`src/rtl/cntr_cmd_arb_pkg.sv`:
```
// cntr_cmd_arb_pkg: shared command and state encodings for the counter arbiter
package cntr_cmd_arb_pkg;
  localparam logic [1:0] CMD_NOP  = 2'b00;
  localparam logic [1:0] CMD_LOAD = 2'b01;
  localparam logic [1:0] CMD_INC  = 2'b10;
  localparam logic [1:0] CMD_DEC  = 2'b11;
  typedef enum logic [1:0] {
    ST_IDLE  = 2'b00,
    ST_ISSUE = 2'b01,
    ST_GAP   = 2'b10
  } state_t;
endpackage

```
`src/rtl/cntr_cmd_arb_rr_pick2.sv`:
```
// rr_pick2: two-way round-robin winner select
module rr_pick2 (
  input  logic req0,
  input  logic req1,
  input  logic ptr,
  output logic win_valid,
  output logic win_id
);
  assign win_valid = req0 | req1;
  assign win_id    = (req0 & req1) ? ptr : req1;
endmodule

```
`src/rtl/cntr_cmd_arb.sv`:
```
// cntr_cmd_arb: round-robin command arbiter and strobe sequencer for the shared counter
module cntr_cmd_arb
  import cntr_cmd_arb_pkg::*;
#(
  parameter int WIDTH = 8,
  parameter int GAP   = 1
) (
  input  logic             clk,
  input  logic             reset,
  input  logic             req0,
  input  logic [1:0]       cmd0,
  input  logic [WIDTH-1:0] din0,
  input  logic             req1,
  input  logic [1:0]       cmd1,
  input  logic [WIDTH-1:0] din1,
  output logic             gnt0,
  output logic             gnt1,
  output logic             cntr_en,
  output logic             cntr_load,
  output logic             cntr_inc,
  output logic [WIDTH-1:0] cntr_din,
  output logic             nop_err,
  output logic             busy
);
  localparam logic [3:0] GAP_LAST = 4'(GAP - 1);
  state_t state_q, state_d;
  logic ptr_q, ptr_d;
  logic [3:0] gap_q, gap_d;
  logic gnt0_q, gnt0_d, gnt1_q, gnt1_d;
  logic en_q, en_d, load_q, load_d, inc_q, inc_d, nop_q, nop_d, busy_q, busy_d;
  logic [WIDTH-1:0] din_q, din_d;
  logic win_valid, win_id, go;
  logic [1:0] win_cmd;
  rr_pick2 u_pick (
    .req0     (req0),
    .req1     (req1),
    .ptr      (ptr_q),
    .win_valid(win_valid),
    .win_id   (win_id)
  );
  assign win_cmd = win_id ? cmd1 : cmd0;
  assign go      = (state_q == ST_IDLE) && win_valid;
  always_comb begin
    state_d = (state_q == ST_IDLE) ? (win_valid ? ST_ISSUE : ST_IDLE)
            : (state_q == ST_ISSUE) ? ((GAP > 0) ? ST_GAP : ST_IDLE)
            : (state_q == ST_GAP && gap_q != GAP_LAST) ? ST_GAP : ST_IDLE;
    gap_d  = (state_q == ST_GAP && state_d == ST_GAP) ? gap_q + 4'd1 : 4'd0;
    ptr_d  = go ? !win_id : ptr_q;
    gnt0_d = go && !win_id;
    gnt1_d = go && win_id;
    en_d   = go && win_cmd != CMD_NOP;
    load_d = go && win_cmd == CMD_LOAD;
    inc_d  = go && win_cmd == CMD_INC;
    nop_d  = go && win_cmd == CMD_NOP;
    din_d  = load_d ? (win_id ? din1 : din0) : din_q;
    busy_d = state_d != ST_IDLE;
  end
  always_ff @(posedge clk) begin
    if (reset) begin
      state_q <= ST_IDLE;
      ptr_q   <= 1'b0;
      gap_q   <= 4'd0;
      gnt0_q  <= 1'b0;
      gnt1_q  <= 1'b0;
      en_q    <= 1'b0;
      load_q  <= 1'b0;
      inc_q   <= 1'b0;
      nop_q   <= 1'b0;
      busy_q  <= 1'b0;
      din_q   <= '0;
    end else begin
      state_q <= state_d;
      ptr_q   <= ptr_d;
      gap_q   <= gap_d;
      gnt0_q  <= gnt0_d;
      gnt1_q  <= gnt1_d;
      en_q    <= en_d;
      load_q  <= load_d;
      inc_q   <= inc_d;
      nop_q   <= nop_d;
      busy_q  <= busy_d;
      din_q   <= din_d;
    end
  end
  assign gnt0      = gnt0_q;
  assign gnt1      = gnt1_q;
  assign cntr_en   = en_q;
  assign cntr_load = load_q;
  assign cntr_inc  = inc_q;
  assign cntr_din  = din_q;
  assign nop_err   = nop_q;
  assign busy      = busy_q;
endmodule
```
`config.mk`:
```
export PLATFORM = sky130hd
export DESIGN_NAME = cntr_cmd_arb
export DESIGN_NICKNAME = d
export VERILOG_FILES = /design/src/rtl/cntr_cmd_arb_pkg.sv /design/src/rtl/cntr_cmd_arb_rr_pick2.sv /design/src/rtl/cntr_cmd_arb.sv
export SDC_FILE = /design/constraint.sdc
export NUM_CORES = 1
export LEC_CHECK = 0
export CORE_UTILIZATION = 60
export CTS_CLUSTER_DIAMETER = 80
export DETAILED_ROUTE_END_ITERATION = 12
export DONT_BUFFER_PORTS = 1
export PLACE_DENSITY = 0.84
export RECOVER_POWER = 25
export SKIP_CTS_REPAIR_TIMING = 1
export SLEW_MARGIN = 20
export SYNTH_ARGS = -nofsm -noshare
export SYNTH_HDL_FRONTEND = slang
export SYNTH_SLANG_ARGS = --single-unit
```
`constraint.sdc`:
```
create_clock -name clk -period 1.68 [get_ports clk]
set_clock_uncertainty 0.05 [all_clocks]
set_input_delay 0 -clock clk [delete_from_list [all_inputs] [get_ports clk]]
set_output_delay 0 -clock clk [all_outputs]
set_load 0.05 [all_outputs]
```
**After elaboration in Yosys (flattened, before gate mapping)**

Index checks and enable logic that the tools add are counted.
Widths: inputs -> output; s select.

- $add $sub $neg: 1
- Equal/unequal tests: 5
- Muxes and demuxes: 7
- Bitwise logic cells: 3
- Reductions and logical operators: 16

Operators with widths:

| operator | number |
|---|---|
| $logic_and 1x1->1 | 9 |
| $mux 2 | 4 |
| $mux 8 | 1 |
| $eq 2x2->1 const B | 3 |
| $add 4x1->4 const B | 1 |
| $eq 2x1->1 const B | 2 |
| $logic_not 2->1 | 2 |
| $reduce_bool 2->1 | 2 |
| $reduce_bool 4->1 | 1 |
| $mux 1 | 2 |
| $reduce_or 2->1 | 1 |
| $and 1x1->1 | 1 |
| $logic_not 1->1 | 1 |
| $not 1->1 | 1 |
| $or 1x1->1 | 1 |

- Register bits after elaboration: 22
- Bits of input ports: 24
- Output and inout port bits: 15
- Word-level logic and storage cells: 43

**Depth between registers and ports, before layout**

Gate-level depths: netlist of run 1.

- Word-level depth: 9
- Gate-level depth with buffers: 6
- Gate-level depth less buffers: 6

**By module**

A second synthesis of run 1 with hierarchy kept.

- Cell total of the unflattened synthesis: 103
- Area total of the unflattened synthesis: 982.2 µm²

By module, submodules not included:

| module | instances | cells an instance | area each (µm²) | seq. area each (µm²) |
|---|---|---|---|---|
| cntr_cmd_arb | 1 | 100 | 964.7 | 440.4 |
| rr_pick2 | 1 | 3 | 17.5 | 0.0 |

**Worst setup path before layout of run 1**

No wires, ideal clock.

- Path type: reg-to-reg
- Start: reg gap_q[0]
- End: reg gap_q[2]
- Library setup time: 0.064 ns
- Arrival: 1.120 ns
- Required time: 1.566 ns
- Slack: 0.446 ns
- Stages on the path, launching flop included: 7
- Path buffers: 0
- Clock period less this slack: 1.234 ns
- Cell sequence: dfxtp_1 -> inv_1 -> ha_1 -> inv_1 -> o31ai_1 -> or3_1 -> nor2_1

- Longest elaborated chain between the ends: 9
- Elaborated cells on any way between the ends: 10
- Those cells by class: add/sub: 1; eq/ne: 1; mux: 3; bitwise: 1; reduce/logical: 4

RTL lines:

| item | line | text |
|---|---|---|
| from (decl) | cntr_cmd_arb.sv:28 | `logic [3:0] gap_q, gap_d;` |
| from (signal assigned) | cntr_cmd_arb.sv:74 | `gap_q <= gap_d;` |
| $reduce_bool 4->1 | cntr_cmd_arb.sv:46 | `: (state_q == ST_GAP && gap_q != GAP_LAST) ? ST_GAP : ST_IDLE;` |
| $logic_and 1x1->1 | cntr_cmd_arb.sv:46 |  |
| $mux 2 | cntr_cmd_arb.sv:46 |  |
| $mux 2 | cntr_cmd_arb.sv:45 | `: (state_q == ST_ISSUE) ? ((GAP > 0) ? ST_GAP : ST_IDLE)` |
| $mux 2 | cntr_cmd_arb.sv:44 | `state_d = (state_q == ST_IDLE) ? (win_valid ? ST_ISSUE : ST_IDLE)` |
| $eq 2x2->1 | cntr_cmd_arb.sv:47 | `gap_d = (state_q == ST_GAP && state_d == ST_GAP) ? gap_q + 4'd1 : 4'd0;` |
| $logic_and 1x1->1 | cntr_cmd_arb.sv:47 |  |
| $not 1->1 (no line) | -- |  |
| $reduce_or 2->1 (no line) | -- |  |

Parallel ways exist; a longest one is shown, timed or not.
A chain may end at the register's enable or synchronous reset.

**Worst setup path in the final report of run 1**

- Start: reg ptr_q
- End: reg inc_q, in the netlist cntr_inc

- Longest elaborated chain between the ends: 4

RTL lines:

| item | line | text |
|---|---|---|
| from (decl) | cntr_cmd_arb.sv:27 | `logic ptr_q, ptr_d;` |
| from (signal assigned) | cntr_cmd_arb.sv:73 | `ptr_q <= ptr_d;` |
| $mux 1 | cntr_cmd_arb_rr_pick2.sv:10 | `assign win_id = (req0 & req1) ? ptr : req1;` |
| $mux 2 | cntr_cmd_arb.sv:41 | `assign win_cmd = win_id ? cmd1 : cmd0;` |
| $eq 2x2->1 | cntr_cmd_arb.sv:53 | `inc_d = go && win_cmd == CMD_INC;` |
| $logic_and 1x1->1 | cntr_cmd_arb.sv:53 |  |
| to (signal assigned) | cntr_cmd_arb.sv:79 | `inc_q <= inc_d;` |
| to (decl) | cntr_cmd_arb.sv:30 | `logic en_q, en_d, load_q, load_d, inc_q, inc_d, nop_q, nop_d, busy_q, busy_d;` |

No other way between the ends.

==> results of run 1 <==
## layer usage
layer,wire [um],part of all wire,up-vias
met5,0,0,-
li1,-,-,431
met1,1020,0.43,398
met3,135,0.057,7
met2,1160,0.49,36
met4,65,0.027,0
## worst reg2reg max path, delay by kind of cell (launching register included)
family / cells / cell delay [ps]
flip-flops: 1 / 350
buffers and inverters: 1 / 610
AND/OR/NAND/NOR: 2 / 370
AO/OA/AOI/OAI: 1 / 150
## cell families after synthesis
logic type	Yosys count
DFF	22
and+or+nand+nor	38
adders and majority gates	2
AOI/OAI and AO/OA	24
muxes	10
xor gates and xnor gates	2
buffers and inverters	13
## state kept, by name, summed over array words and instances, names as in the netlist
register / cells
gnt1: 1
cntr_inc: 1
nop_err: 1
state_q: 2
gap_q: 4
cntr_din: 8
cntr_load: 1
cntr_en: 1
ptr_q: 1
busy: 1
gnt0: 1
## worst max-delay path by stage
stage / slack (ps) / startpoint / to
2_1_floorplan: 450 / gap_q[0]$_SDFF_PP0_ / gap_q[2]$_SDFF_PP0_
3_3_place_gp: 360 / ptr_q$_SDFFE_PP0P_ / cntr_din[2]$_SDFFE_PP0P_
3_5_place_dp: 290 / ptr_q$_SDFFE_PP0P_ / cntr_din[4]$_SDFFE_PP0P_
4_1_cts: 260 / ptr_q$_SDFFE_PP0P_ / cntr_din[5]$_SDFFE_PP0P_
5_1_grt: 2 / ptr_q$_SDFFE_PP0P_ / cntr_inc$_SDFF_PP0_
6_report: 80 / ptr_q$_SDFFE_PP0P_ / cntr_inc$_SDFF_PP0_
## power breakdown
| group | internal, mW | switching [mW] | total, mW | leakage (nW) |
|---|---|---|---|---|
| sequential | 0.549 | 0.0510 | 0.600 | 0.180 |
| clock | 0.241 | 0.166 | 0.408 | 0.0279 |
| combinational | 0.0869 | 0.109 | 0.196 | 0.385 |
| total | 0.877 | 0.326 | 1.20 | 0.593 |
## cell type report
cell class              instances  area (um2)  share of cell area
clock buffers                   3        22.5              0.0173
clock inverters                 1        30.0              0.0231
inverters                       5        20.0              0.0154
multi-input cells              76         532               0.408
flip-flops and latches         22         440               0.338
well taps                      16        20.0              0.0154
repair buffers                 29         238               0.183
## placed cells by master, fill, tap and decap left out
cell | synthesis | final
dfxtp_1 | 22 | 22
dlygate4sd3_1 | 0 | 20
nor2_1 | 12 | 12
o21bai_1 | 9 | 9
nand2b_1 | 9 | 9
mux2i_1 | 9 | 9
and3_1 | 8 | 8
a21boi_0 | 8 | 8
clkbuf_1 | 4 | 8
inv_1 | 4 | 4
a21oi_1 | 3 | 3
clkbuf_4 | 0 | 3
or3_1 | 2 | 2
ha_1 | 2 | 2
o31ai_1 | 1 | 1
nand2b_4 | 1 | 1
and4b_1 | 1 | 1
o21ai_1 | 1 | 1
mux2_2 | 1 | 1
a311oi_1 | 1 | 1
nand3_1 | 1 | 1
xor2_1 | 1 | 1
nand2_1 | 1 | 1
clkinv_2 | 1 | 1
and2_1 | 1 | 1
nand4b_1 | 1 | 1
nand3b_1 | 1 | 1
o21ai_0 | 1 | 1
xnor2_1 | 1 | 1
bufinv_16 | 0 | 1
buf_4 | 0 | 1
==> results.md, run 1 <==
* Status: complete, but fails checks
* Failing checks: DRC, hold timing
* Mux cell area share after synthesis at 0.0981
* Initial drt markers at 18
* Final instance area at 0.00130 mm2
* Number of remaining DRC errors at 6
* Post-synth EDFFs at 0
* Final min period at 1600 ps
* # setup viols final at 0
* Vias in the first global route at 697
* Tcrit/Tclk final at 0.951
* Adder-Cell Fraction of Synth Area at 0.0242
* Via count of the routed design at 872
* WHS Endpoint: cntr_din[2]$_SDFFE_PP0P_
* Root Driver: clkbuf_4
* CP Capture Type: flip-flop
* GR Util met1 at 0.268
* Syn nets at 137
* Most frequent cell after synthesis: dfxtp_1
* Ant. Diodes at 0
* Crit path buf inv count at 1
* ANT nets after route at 0
* Post-Layout Cell Count at 152
* Final slew viol count at 0
* Initial antenna violation count at 0
* Top Ports at 39
* Critical path startpoint category: flip-flop
* CP Max Fanout at 22
* RSZ-0062 raised after global routing: no
* CTS max path bufs at 2
* Register area share after synthesis at 0.426
* Critical Path Stages at 4
* Mean post-synth cell area at 9.31 um2
* DP Worst Slack at 286 ps
* Met3 usage at 0.0583
* PwrDens at 924 mW/mm2
* Met2 GRT Util at 0.324
* Async set-reset flop share out of synthesis at 0
* Mean routed wirelength per cell at 15.6 um
* Reg-to-reg setup timing slack at 80 ps
* Congestion Overflow GR at 0
* Slowest CP cell: dlygate4sd3_1
* RR Endpoint: cntr_inc$_SDFF_PP0_
* Setup TNS at 0 ps
* Share of the synthesized area in the top cell type at 0.426
* Hold Vio Cnt, Final at 5
* Synth area leader: dfxtp_1
* Worst-Skew Late Latency at 310 ps
* LEAKAGE at 0.593 nW
* Depth of the worst register-to-register path at 4
* Synth Cell Area at 0.00103 mm2
* Crit-path cells: nand2b_4, nand4b_1, dlygate4sd3_1, a21oi_1
* Placer Congestion at 0.752
* Net count, final at 163
* Port Buf Inserts at 0
* Cell variety after synth at 30
* Global-route wire length before repair at 2.90 mm
* Compound-Gate Fraction of Synth Area at 0.163
* Avg Vias per Cell at 5.74
* Commonest cells in the netlist: dfxtp_1, nor2_1, mux2i_1, nand2b_1, o21bai_1
* Synth warn at 0
* Fill cells at 104
* Clock sink count at 22
* Initial Util at 0.663
* Core Util, Final at 0.835
* Hold path startpoint: din1[2]
* H-tree Lvls at 1
* VDD IR max at 0.000708 V
* Post-Synth Simple-Gate Area at 0.212
* Peak Freq at 0.626 GHz
* Hold WS at -26.7 ps
* Top_reg_cell synth: dfxtp_1
* Critical Path Max Stage Delay at 610 ps
* Total power at 1.20 mW
* Area Overhead vs Synth at 26.0%
* GR peak layer: met2
* CORE AREA at 0.00156 mm2
* Placed Area at 0.00108 mm2
* Largest family of logic cells by synthesized area: simple AND/OR/NAND/NOR gates
* Count of state elements after synthesis at 22
* Hold Crit Depth at 3
* Pin count of the biggest net entering global routing at 24
* FP Rows at 14
* Dpl hpwl at 1.29 mm
* First-pass detailed-route iteration total at 8
* Worst setup margin at 82.1 ps
* Worst EP arrival at 1800 ps
* Least-Margin Pin Slew at 655 ps
* Worst Hold Class: input port to flip-flop
* Die Wd at 43.5 um
* Placed Instances at 128
* Layout cells sized above 1 at 0.0588
* Global Route Usage Sum at 0.213
* RR Startpoint: ptr_q$_SDFFE_PP0P_
* Synth Instances at 111
* CP required at 1880 ps
* Area contributors post-synth: dfxtp_1, mux2i_1, o21bai_1, a21boi_0, nand2b_1
* Max-capacitance violation count at 0
* XOR/XNOR Fraction of Synth Area at 0.0169
* Die footprint at 0.00189 mm2
* Total CTS buffers at 3
* Die height at 43.5 um
* Top Family by Delay on Critical Path: buffers and inverters
* Drt total wl at 2.38 mm
* Slew headroom at 0.564
* Clock slew at reported path FFs at 120 ps
* CTS tree: done
* WS Path Type: flip-flop to flip-flop
Power figures use the tool's default switching activity.
==> run 2: changes to the inputs <==
- CORE_UTILIZATION: 60 -> 45
- PLACE_DENSITY: 0.84 -> 0.68
==> run 2 against run 1 <==
The run ends with hold timing left. Core utilization decreased by 25 points. Wire length decreased by 12%. Via count decreased by 6.4%. Global-route usage decreased by 5.9 points. Hold slack got worse by 33 ps. First-iteration DRC count decreased by 39%. Highest routed layer unchanged.
==> results.md, run 2 (synthesis gave the netlist of run 1 again) <==
* Final slew viol count at 0 (unchanged)
* Most frequent cells in the layout: dfxtp_1, nor2_1, dlygate4sd3_1 (was dfxtp_1, dlygate4sd3_1, nor2_1)
* Die footprint at 0.00249 mm2 (was 0.00189 mm2)
* RSZ-0062 raised after global routing: no (unchanged)
* Max reg flops at 8 (unchanged)
* WS Path Type: flip-flop to flip-flop (unchanged)
* Layout cells sized above 1 at 0.0630 (was 0.0588)
* First-pass detailed-route iteration total at 4 (was 8)
* Combinational Power Share at 0.165 (was 0.163)
* Vias in the first global route at 705 (was 697)
* LEAKAGE at 0.552 nW (was 0.593 nW)
* CTS max path bufs at 2 (unchanged)
* Clk network pwr share at 0.272 (was 0.339)
* Ant. Diodes at 0 (unchanged)
* CP Capture Type: flip-flop (unchanged)
* Failing checks: hold timing (was DRC, hold timing)
* Top Ports at 39 (unchanged)
* Peak Freq at 0.711 GHz (was 0.626 GHz)
* Total CTS buffers at 3 (unchanged)
* Least-Margin Pin Slew at 636 ps (was 655 ps)
* Setup TNS at 0 ps (unchanged)
* CTS tree: done (unchanged)
* CP required at 1860 ps (was 1880 ps)
* Hold Vio Cnt, Final at 5 (unchanged)
* Final min period at 1410 ps (was 1600 ps)
* Pin count of the biggest net entering global routing at 24 (unchanged)
* Initial Util at 0.501 (was 0.663)
* Switch Pwr at 311 uW (was 326 uW)
* CP Max Fanout at 22 (unchanged)
* CORE AREA at 0.00206 mm2 (was 0.00156 mm2)
* Initial antenna violation count at 0 (unchanged)
* Die height at 49.9 um (was 43.5 um)
* Area Overhead vs Synth at 17.1% (was 26.0%)
* Dpl hpwl at 1.32 mm (was 1.29 mm)
* Tcrit/Tclk final at 0.838 (was 0.951)
* Most common cell after layout, fill and taps aside: dfxtp_1 (unchanged)
* Congestion Overflow GR at 0 (unchanged)
* PwrDens at 881 mW/mm2 (was 924 mW/mm2)
* Placer Congestion at 0.783 (was 0.752)
* Via count of the routed design at 816 (was 872)
* VDD IR max at 0.000777 V (was 0.000708 V)
* Post-Layout Cell Count at 154 (was 152)
* Avg Vias per Cell at 5.30 (was 5.74)
* Slew headroom at 0.576 (was 0.564)
* Critical path startpoint category: flip-flop (unchanged)
* Worst-Skew Late Latency at 300 ps (was 310 ps)
* Clock sink count at 22 (unchanged)
* Global-route wire length before repair at 2.93 mm (was 2.90 mm)
* Root Driver: clkbuf_4 (unchanged)
* Switching Share at 0.292 (was 0.271)
* Drt total wl at 2.10 mm (was 2.38 mm)
* Pint at 755 uW (was 877 uW)
* Worst Hold Class: input port to flip-flop (unchanged)
* Worst EP arrival at 1590 ps (was 1800 ps)
* Status: complete, but fails checks (unchanged)
* Hold WS at -59.6 ps (was -26.7 ps)
* Placed Instances at 139 (was 128)
* Seq pwr share at 0.563 (was 0.498)
* Clock slew at reported path FFs at 120 ps (about the same)
* Die Wd at 49.9 um (was 43.5 um)
* H-tree Lvls at 1 (unchanged)
* Net count, final at 154 (was 163)
* ANT nets after route at 0 (unchanged)
* Number of remaining DRC errors at 0 (was 6)
* FP Rows at 16 (was 14)
* Mean routed wirelength per cell at 13.6 um (was 15.6 um)
* # setup viols final at 0 (unchanged)
* Port Buf Inserts at 0 (unchanged)
* Fill cells at 192 (was 104)
* Max-capacitance violation count at 0 (unchanged)
* Initial drt markers at 11 (was 18)
* Global Route Usage Sum at 0.154 (was 0.213)
[run 2: cell count changes in the layout (fill, tap and decap cells not counted)]
cell,delta
dlygate4sd3_1,-9
bufinv_16,-1
clkbuf_8,+1
[run 2: worst paths after layout]
path	to	slack, ps	startpoint	depth (start not counted)
setup reg to reg	cntr_din[4]$_SDFFE_PP0P_	270	ptr_q$_SDFFE_PP0P_	5
hold reg to reg	gap_q[0]$_SDFF_PP0_	430	gap_q[0]$_SDFF_PP0_	1
hold / removal	cntr_din[3]$_SDFFE_PP0P_	-60	req1	3
setup / recovery	cntr_din[4]$_SDFFE_PP0P_	270	ptr_q$_SDFFE_PP0P_	5
[run 2: power by group through the flow]
| stage | Clock, mW | Combinational (mW) | Sequential, mW |
|---|---|---|---|
| after CTS | 0.296 | 0.153 | 0.601 |
| after detailed placement | 0 | 0.152 | 0.612 |
| after floorplan | 0 | 0.103 | 0.645 |
| after global placement | 0 | 0.150 | 0.612 |
| final | 0.290 | 0.176 | 0.601 |
| after global routing | 0.316 | 0.191 | 0.604 |
[run 2: critical path, stage by stage (launching register included)]
cell      delay, ps
dfxtp_1         330
nand2b_4        220
and4b_1         200
o21ai_1         120
buf_4           210
mux2i_1         210
[run 2: layer usage]
metal | track usage | routed length (um)
met1 | 0.167 | 965
met2 | 0.273 | 999
met3 | 0.0494 | 118
met4 | 0.0667 | 13
met5 | 0 | 0
[run 2: area by class of cell]
| cell class | instances | area (um2) | share of cell area |
|---|---|---|---|
| multi-input combinational | 76 | 532 | 0.440 |
| sequential | 22 | 440 | 0.364 |
| timing repair buffer | 20 | 148 | 0.122 |
| clock buffer | 4 | 36.3 | 0.0300 |
| tap | 27 | 33.8 | 0.0279 |
| inverter | 5 | 20.0 | 0.0165 |
[run 2: metrics by stage]
stage / setup WS, ps / hold WS (ps) / util / total power [mW] / area (um2)
floorplan: 446 / 114 / - / 0.748 / 1030
CTS: 249 / -309 / 0.548 / 1.05 / 1130
global route: 135 / 2.39 / 0.587 / 1.11 / 1210
finish: 273 / -59.6 / 0.587 / 1.07 / 1210
detailed placement: 278 / 26.5 / 0.530 / 0.764 / 1090
global placement: 349 / 24.7 / 0.530 / 0.762 / 1090
